`src/rtl/sequence_generator.sv`:
```
// sequence_generator: builds one round's random digit sequence (0..9) and
// writes it to consecutive sequence-RAM addresses, then flags completion.
// Optional build macro: NO_REPEAT_EN -- rejects a digit equal to the previous one.
module sequence_generator #(
  parameter int          ADDR_W  = 5,
  parameter int          DATA_W  = 4,
  parameter int          MIN_LEN = 4,
  parameter logic [15:0] SEED    = 16'hACE1
) (
  input  logic              Clk,
  input  logic              Rst,
  input  logic              GoGen,
  input  logic [3:0]        Diff,
  output logic              FinGen,
  output logic [ADDR_W:0]   SeqLen,
  output logic              WrEn,
  output logic [ADDR_W-1:0] WrAddr,
  output logic [DATA_W-1:0] WrData,
  output logic              Busy
);

  localparam int          CAP  = 2**ADDR_W;
  // Galois form of x^16+x^14+x^13+x^11+1 (right-shifting)
  localparam logic [15:0] TAPS = 16'hB400;

  typedef enum logic [1:0] {S_IDLE, S_GEN, S_WRITE, S_DONE} state_t;

  state_t              r_state, w_state_nxt;
  logic [15:0]         r_lfsr, w_lfsr_nxt;
  logic [ADDR_W:0]     r_count;
  logic [ADDR_W:0]     w_len;
  int                  w_len_sum;
  logic [DATA_W-1:0]   w_cand;
  logic                w_accept, w_start, w_last;
`ifdef NO_REPEAT_EN
  logic [DATA_W-1:0]   r_prev;
`endif

  // Candidate digit, round length and control qualifiers
  always_comb begin
    w_lfsr_nxt = {1'b0, r_lfsr[15:1]} ^ (r_lfsr[0] ? TAPS : 16'h0000);
    w_cand     = r_lfsr[DATA_W-1:0];
    w_len_sum  = MIN_LEN + 32'(Diff);
    w_len      = (w_len_sum > CAP) ? (ADDR_W+1)'(CAP) : (ADDR_W+1)'(w_len_sum);
`ifdef NO_REPEAT_EN
    w_accept   = (w_cand <= DATA_W'(9)) && (w_cand != r_prev);
`else
    w_accept   = (w_cand <= DATA_W'(9));
`endif
    w_start    = GoGen && ((r_state == S_IDLE) || (r_state == S_DONE));
    w_last     = (r_count == SeqLen - (ADDR_W+1)'(1));
  end

  // State register
  always_ff @(posedge Clk or negedge Rst) begin
    if (!Rst) r_state <= S_IDLE;
    else      r_state <= w_state_nxt;
  end

  // Next-state logic; GoGen is only looked at from IDLE/DONE
  always_comb begin
    w_state_nxt = r_state;
    case (r_state)
      S_IDLE:  if (GoGen) w_state_nxt = S_GEN;
      S_GEN:   if (w_accept) w_state_nxt = S_WRITE;
      S_WRITE: w_state_nxt = w_last ? S_DONE : S_GEN;
      S_DONE:  if (GoGen) w_state_nxt = S_GEN;
      default: w_state_nxt = S_IDLE;
    endcase
  end

  // Datapath: free-running LFSR, length latch, address counter, write data
  always_ff @(posedge Clk or negedge Rst) begin
    if (!Rst) begin
      r_lfsr  <= SEED;
      r_count <= '0;
      SeqLen  <= '0;
      WrAddr  <= '0;
      WrData  <= '0;
`ifdef NO_REPEAT_EN
      r_prev  <= '1;
`endif
    end else begin
      r_lfsr <= w_lfsr_nxt;
      if (w_start) begin
        SeqLen  <= w_len;
        r_count <= '0;
`ifdef NO_REPEAT_EN
        r_prev  <= '1;
`endif
      end
      if ((r_state == S_GEN) && w_accept) begin
        WrAddr <= r_count[ADDR_W-1:0];
        WrData <= w_cand;
      end
      if (r_state == S_WRITE) begin
        r_count <= r_count + (ADDR_W+1)'(1);
`ifdef NO_REPEAT_EN
        r_prev  <= WrData;
`endif
      end
    end
  end

  // Status outputs registered from the next state so they line up with it
  always_ff @(posedge Clk or negedge Rst) begin
    if (!Rst) begin
      WrEn   <= 1'b0;
      Busy   <= 1'b0;
      FinGen <= 1'b0;
    end else begin
      WrEn   <= (w_state_nxt == S_WRITE);
      Busy   <= (w_state_nxt == S_GEN) || (w_state_nxt == S_WRITE);
      FinGen <= (w_state_nxt == S_DONE);
    end
  end

endmodule

```
`config.mk`:
```
export PLATFORM = sky130hd
export DESIGN_NAME = sequence_generator
export DESIGN_NICKNAME = d
export VERILOG_FILES = /design/src/rtl/sequence_generator.sv
export SDC_FILE = /design/constraint.sdc
export NUM_CORES = 1
export LEC_CHECK = 0
export BUFFER_PORTS_ARGS = -buffer_cell sky130_fd_sc_hd__clkbuf_2
export CAP_MARGIN = 0
export CORE_MARGIN = 5
export CORE_UTILIZATION = 35
export DETAILED_ROUTE_END_ITERATION = 7
export SYNTH_ARGS = -nofsm -noshare
export SYNTH_HDL_FRONTEND = slang
export SYNTH_SLANG_ARGS = --single-unit
```
`constraint.sdc`:
```
create_clock -name Clk -period 3.7 [get_ports Clk]
set_input_delay 0.74 -clock Clk [delete_from_list [all_inputs] [get_ports Clk]]
set_output_delay 0.74 -clock Clk [all_outputs]
set_load 0.02 [all_outputs]
```
# Word level (Yosys, flattened, before mapping)
# Index checks and enable logic that the tools add are counted.
# op_classes
reduce_logical	7
bitwise	1
muxes	8
n_addsub	3
n_eq_ne	7
magnitude_cmp	2
# op_table
cell	count
two-way mux 6 bit	3
two-way mux 16 bit	1
bitwise XOR 15 x 16 -> 16 bit	1
equality test 2 bit, second input constant	4
adder 6 x 1 -> 6 bit, second input constant	1
equality test 6 bit	1
greater-than comparator 5 x 6 -> 1 bit, second input constant	1
two-way mux 2 bit	3
case mux 2 bit (3 select lines)	1
subtractor 6 x 1 -> 6 bit, second input constant	1
adder 3 x 4 -> 5 bit, first input constant	1
equality test 2 x 1 -> 1 bit, second input constant	2
<= comparator 4 bit, second input constant	1
logical AND 1 bit	2
logical NOT 2 bit	1
logical OR 1 bit	2
nonzero test 2 bit	1
OR reduction 2 bit	1
# word_totals
regBits	42
out_inout_bits	18
input_bits	7

# Longest topological paths before layout
# Gate-level depths: netlist (run 1).
# logic_depth
word_depth	6
ltp_mapped	8
mapped_depth_nobuf	8

# Worst setup path before layout (run 1)
# OpenSTA, ideal clock, no wires.
# synth_path
kind	register to register
startpoint	register SeqLen[0]
endpoint	register Busy
path_slack_ps	1834
arrival_ps	1803
stages_incl_launch_ff	9
t_required_ps	3637
cell_sequence	dfrtp_1 inv_1 ha_1 xor2_1 and4_1 o2111ai_2 a22oi_1 ha_1 inv_1
# synth_between
elab_chain_len	6
word_cells_on_any_way	7
cone_classes	add/sub: 1; eq/ne: 3; mux: 2; reduce/logical: 1
# synth_rtl
item	line_no	rtl
start: declaration	15	output logic [ADDR_W:0] SeqLen,
start signal: assignment	86	SeqLen <= w_len;
subtractor 6 x 1 -> 6 bit *	51	w_last = (r_count == SeqLen - (ADDR_W+1)'(1));
equality test 6 bit *	51	
two-way mux 2 bit *	66	S_WRITE: w_state_nxt = w_last ? S_DONE : S_GEN;
case mux 2 bit (3 select lines) *	63	case (r_state)
equality test 2 x 1 -> 1 bit or equality test 2 bit (tied branches)	113	Busy <= (w_state_nxt == S_GEN) || (w_state_nxt == S_WRITE);
logical OR 1 bit *	113	
end signal: assignment	113	
end: declaration	19	output logic Busy
# Every way passes the cells marked *; elsewhere a longest branch is shown, timed or not.
# A chain may end at the register's enable or synchronous reset.

# Final worst setup path (run 1)
# layout_path
startpoint	register r_state[0]
endpoint	register Busy
# layout_between
elab_chain_len	5
word_cells_on_any_way	11
cone_classes	eq/ne: 5; mux: 3; reduce/logical: 3
# layout_rtl
item	line_no	rtl
start: declaration	28	state_t r_state, w_state_nxt;
start signal: assignment	57	else r_state <= w_state_nxt;
equality test 2 bit or logical NOT 2 bit (tied branches)	63	
OR reduction 2 bit (no source line)	-	
case mux 2 bit (3 select lines) *	63	
equality test 2 x 1 -> 1 bit or equality test 2 bit (tied branches)	113	
logical OR 1 bit *	113	
# Marked as above.

==> results.ini, run 1 <==
[cells_and_area]
num_antenna_cells=0
nets=169
drive_gt1_share_pct=34.2
fillers=438
area_delta_synth_final_pct=15.3
final_cell_area_mm2=0.00194

[timing]
slew-limit-headroom_pct=34.6
worst_slew_pin_slew_ns=0.982
setup_ws_ns=1.73
finalMaxSlewViolations=0
rsz0062_at_grt=false
hold_ws_ns=0.353
skew_ns=0.00558
fmax_ghz=0.508
period_needed_ns=1.97
finalHoldViolCount=0
setup_viol=0
finalCritPeriodShare_pct=53.2
setup-tns-final_ns=0

[status]
status=complete, no violations

[die]
die_y_um=79.3
dieArea_mm2=0.00629
die_x_um=79.3
start_util_pct=35.8
ioPinCount=25
row_count=25
core-area_mm2=0.00469

[global_routing]
grt_pass1_vias=1049
grt_busiest_layer=met2
use_met2_pct=17.2
grt_pass1_wl_um=4910
gr-usage-all-layers_pct=10.3
grt_overflow=0
grt_start_max_net_pins=42
use_met3_pct=4.08
met1_usage_pct=11.7
antenna_found_initial=0

[synthesis]
ys_types=28
yosys_warnings=0
synth_mux_area_share_pct=9.90
synth-simple-area-share_pct=6.70
yosysSeqAreaShare_pct=61.6
ys_ff_latch=41
syn_nets=143
synth-xor-area-share_pct=7.59
syn-cell-area_mm2=0.00168
synth_fa_ha_area_share_pct=5.95
avgSynthCellArea_um2=13.1
synth_cells=128
synth-compound-area-share_pct=5.28
synth_top_family_by_area=multiplexers

[cts]
htreeDepth=2
clkLatencyLatePin_ns=0.30
root_buffer=clkbuf_8
cts_tree=built
cts.sink_count=41
clk_pin_slew_ns=0.08
cts_buffer_depth=2
cts_resized=0
holdBufCountCts=0
post-cts-setup-buffer-count=0
numCtsBuffers=5

[setup_path]
startpoint=r_state[0]
worstSetupPathType=reg -> reg
reg2reg_slack_ns=1.73
crit_fanout=13
r2r_end=Busy
cp.required_ns=3.94
r2r_start=r_state[0]
start_kind=flip-flop
endpoint_kind=flip-flop
r2r_cells=7
setup.worst_path.end=Busy
worstPathArrival_ns=2.21

[route]
wl_per_cell_um=13.8
drt-pass1-iter-count=4
wl_um=2880
drtIter0Drc=67
drc_errors=0
num_vias=1030
ant_nets=0
avgViaCountPerCell=4.93

[pwr]
combPwrFrac_pct=1.8
p_sw_uw=174
p_int_uw=588
seq_power_share_pct=58.8
powerDensity_mw_per_mm2=393
p_leak_nw=0.940
total_power_uw=763
worst_ir_drop_vdd_mv=0.329
clock_power_share_pct=39.5
switching_share_pct=22.9

[placement]
hpwl_um=2070
dpl_worst_slack_ns=1.73
routabilityCongestion=0.704
port_buffers=23
placed_area_mm2=0.00184

[run]
maxCapViolCount=0

[worst_hold_path]
hp-class=reg -> reg

worst max-delay path: stages, from the launching register on:
cell and delay (ns):
dfrtp_1 0.42, inv_1 0.07, ha_1 0.44, and4_1 0.27, o2111ai_2 0.12, a22oi_1 0.26, ha_1 0.28, inv_1 0.05
logic make-up (layout without fill, tap and decap cells):
group	Yosys count	count (layout)
DFF	41	41
and+or+nand+nor	25	25
muxes	15	15
AOI/OAI and AO/OA	14	14
xor gates and xnor gates	13	13
buffers and inverters	11	38
adders and majority gates	8	8
other	1	1
layout make-up:
| type | instances | area, um2 | area share [%] |
|---|---|---|---|
| clock buffers | 5 | 68.8 | 3.55 |
| clock inverters | 3 | 25.0 | 1.29 |
| inverters | 7 | 26.3 | 1.36 |
| multi-input cells | 76 | 599 | 30.9 |
| flip-flops and latches | 41 | 1040 | 53.5 |
| well taps | 54 | 67.6 | 3.49 |
| repair buffers | 23 | 115 | 5.94 |
synthesized netlist by cell type:
library cell	n	area, um2
nor3b_1	1	7.51
buf_4	1	7.51
clkbuf_2	1	5.00
o211ai_1	1	7.51
mux2_2	13	146
clkbuf_1	1	3.75
and4_1	1	8.76
a22oi_1	2	15.0
nor3_1	3	15.0
nand4_1	1	6.26
inv_1	7	26.3
mux2i_1	2	20.0
a21oi_1	2	10.0
xor2_1	8	70.1
buf_1	1	3.75
nor2_1	5	18.8
xnor3_1	1	22.5
o2111ai_2	1	15.0
nand3_1	1	5.00
a31oi_1	1	6.26
nand2_1	12	45.0
o21ai_0	7	35.0
and3_1	1	6.26
ha_1	8	100
conb_1	1	3.75
dfstp_2	8	210
xnor2_1	4	35.0
dfrtp_1	33	826
per-stage QoR:
step,std cells,util [%]
CTS,209,41.3
global placement,201,39.3
floorplan,128,-
global route,209,41.3
detailed placement,201,39.3
finish,209,41.3
flip-flops by register name, summed over array words and instances, names as in the netlist:
register	flops
FinGen	1
WrData	4
r_state	2
r_lfsr	16
WrAddr	5
WrEn	1
SeqLen	5
Busy	1
r_count	6
metal layers:
layer	part of all wire, %	up-vias
met5	0	-
met4	1.9	0
met3	5.2	5
met2	52	20
met1	41	520
li1	-	485
placed cells by master (no fill, tap or decap), types with 5 or more instances in the layout:
master and instances:
dfstp_2 8, nor2_1 5, xor2_1 8, inv_1 7
dfrtp_1 33, clkbuf_2 23, ha_1 8, clkbuf_8 5
mux2_2 13, nand2_1 12, o21ai_0 7
worst min-delay path by stage:
stage,end,slack [ns],depth (start not counted),start
finish,r_lfsr[3],0.35,0,r_lfsr[4]
global route,r_lfsr[3],0.36,0,r_lfsr[4]
CTS,r_lfsr[3],0.36,0,r_lfsr[4]
detailed placement,r_lfsr[3],0.33,0,r_lfsr[4]
global placement,r_lfsr[3],0.34,0,r_lfsr[4]
floorplan,r_lfsr[3],0.33,0,r_lfsr[4]
power groups by stage:
stage	Combinational, mW	Clock, mW	Sequential [mW]
finish	0.0135	0.301	0.448
global route	0.0162	0.334	0.448
floorplan	0.00273	0	0.457
global placement	0.0135	0	0.457
detailed placement	0.0145	0	0.457
CTS	0.0144	0.313	0.448
Power figures use the tool's default switching activity.
==> run 2: changes to the inputs <==
clock period = 2 ns   (was 3.7 ns; I/O delays follow)
==> run 2 against run 1 <==
Register-to-register slack lost 1.6 ns. Combinational power grew 99%. Via count shrank 1.3%. Flip-flop and latch count is the same. Largest power group unchanged. Highest routed layer unchanged.
==> results.ini, run 2 (synthesis gave the netlist of run 1 again) <==
[die]
ioPinCount=25  ; unchanged
dieArea_mm2=0.00629  ; unchanged
row_count=25  ; unchanged
core-area_mm2=0.00469  ; unchanged
start_util_pct=35.8  ; unchanged
die_x_um=79.3  ; unchanged
die_y_um=79.3  ; unchanged

[global_routing]
grt_pass1_vias=1096  ; +4.5%
gr-usage-all-layers_pct=10.5  ; +0.28 points
antenna_found_initial=0  ; unchanged
grt_overflow=0  ; unchanged
grt_pass1_wl_um=5080  ; +3.5%
grt_start_max_net_pins=42  ; unchanged

[timing]
setup-tns-final_ns=0  ; unchanged
period_needed_ns=1.86  ; -0.111 ns
setup_viol=0  ; unchanged
fmax_ghz=0.538  ; +6.0%
skew_ns=0.00867  ; +0.00309 ns
finalHoldViolCount=0  ; unchanged
setup_ws_ns=0.142  ; -1.59 ns
rsz0062_at_grt=false
finalCritPeriodShare_pct=92.9  ; +40 points
finalMaxSlewViolations=0  ; unchanged

[cells_and_area]
final_common_cell=dfrtp_1
reg_top3=r_lfsr: 16 flops, r_count: 6 flops
area_delta_synth_final_pct=18.2
num_antenna_cells=0  ; unchanged
final_cell_area_mm2=0.00199  ; +2.5%
fin_util_pct=42.3  ; +1.0 points
regArea_mm2=0.00104  ; unchanged
multi_input_area_um2=604  ; +0.84%
drive_gt1_share_pct=36.1  ; +1.9 points
fillers=434  ; -0.91%
largest_register_ffs=16  ; unchanged
layout_common_cells=dfrtp_1 (33), clkbuf_2 (23), mux2_2 (13)
top_register=r_lfsr
nets=172  ; +1.8%

[cts]
clk_pin_slew_ns=0.08  ; about the same
cts_buffer_depth=2  ; unchanged
clkLatencyLatePin_ns=0.29  ; about the same
cts_tree=built
cts.sink_count=41  ; unchanged
htreeDepth=2  ; unchanged
root_buffer=clkbuf_8
numCtsBuffers=5  ; unchanged
post-cts-setup-buffer-count=0  ; unchanged

[placement]
placed_area_mm2=0.00187  ; +1.2%
hpwl_um=2110  ; +2.2%
port_buffers=23  ; unchanged
dpl_worst_slack_ns=0.117  ; -1.62 ns
routabilityCongestion=0.733  ; +4.1%

[route]
wl_met3_um=113  ; -25%
num_vias=1017  ; -1.3%
wl_met2_um=1530  ; +2.2%
dr.max_layer_used=met4
m1WireLength_um=1280  ; +8.4%
drc_errors=0  ; unchanged
drtIter0Drc=26  ; -61%
wl_um=2970  ; +2.8%
wl_per_cell_um=14.0  ; +1.4%
avgViaCountPerCell=4.80  ; -2.7%
ant_nets=0  ; unchanged
drt-pass1-iter-count=4  ; unchanged

[status]
status=complete, no violations

[setup_path]
worstPathArrival_ns=2.09  ; -0.12 ns
cp_slowest_cell=dfrtp_1
crit_fanout=5  ; -8
path_buf_inv=2  ; unchanged
endpoint_kind=flip-flop
path_cells=inv_1 > ha_1 > nor3b_1 > xnor2_1 > o2111ai_2 > a22oi_2 > ha_1 > inv_1
cp.required_ns=2.23  ; -1.71 ns
critical-path-top-delay-family=adder cells
slowest_delay_ns=0.42  ; -0.02 ns
worstSetupPathType=reg -> reg
start_kind=flip-flop

[run]
maxCapViolCount=0  ; unchanged

[worst_hold_path]
hp-class=in -> async

[pwr]
powerDensity_mw_per_mm2=766  ; +95%
worst_ir_drop_vdd_mv=0.475  ; +44%
p_leak_nw=0.965  ; +2.7%

## run 2: path summary, 6_finish.rpt
check / from / end / slack (ns) / cells past startpoint
worst max register to register: SeqLen[1] / Busy / 0.14 / 8
worst min register to register: r_lfsr[7] / r_lfsr[6] / 0.35 / 0
worst max-delay path: SeqLen[1] / Busy / 0.14 / 8
min in group Clk: Diff[2] / SeqLen[2] / 0.32 / 2
worst min-delay path: Rst / WrAddr[4] / 0.16 / 2
max in group asynchronous: Rst / r_lfsr[7] / 1.47 / 2
## run 2: report_power, final
part | leakage (nW) | switching, mW | internal [mW]
Clock | 0.0543 | 0.292 | 0.373
Sequential | 0.494 | 0 | 0.829
Combinational | 0.417 | 0.0202 | 0.00667
Total | 0.965 | 0.312 | 1.21
## run 2: worst register-to-register path, delay by kind of cell (launching register included)
kind | cells | cell delay (ns)
AO/OA/AOI/OAI | 2 | 0.41
flip-flops | 1 | 0.42
XOR/XNOR | 1 | 0.18
buffers and inverters | 2 | 0.12
adder cells (fa/ha/maj) | 2 | 0.43
AND/OR/NAND/NOR | 1 | 0.24
## run 2: area by class of cell
class                   instances  area share [%]
inverters                       7            1.32
clock inverters                 3            2.33
repair buffers                 26            6.93
multi-input cells              76            30.4
clock buffers                   5            3.46
well taps                      54            3.40
flip-flops and latches         41            52.1
## run 2: metrics by stage
step           total power [mW]  hold WS, ns  cells
2_1_floorplan             0.850        0.104    128
3_3_place_gp              0.871        0.339    204
3_5_place_dp              0.873        0.339    204
4_1_cts                    1.54        0.168    212
5_1_grt                    1.58        0.205    212
6_report                   1.52        0.155    212
## run 2: what timing repair did
item	in CTS	in global routing
endpoints found under the setup margin	0	1
endpoints found under the hold margin	0	0
hold buffers	0	0
resized for setup	0	1
## run 2: routing by layer
| metal | vias up | GRT usage (%) |
|---|---|---|
| li1 | 485 | - |
| met2 | 16 | 17.9 |
| met1 | 511 | 12.1 |
| met5 | - | 0 |
| met4 | 0 | 4.98 |
| met3 | 5 | 3.17 |
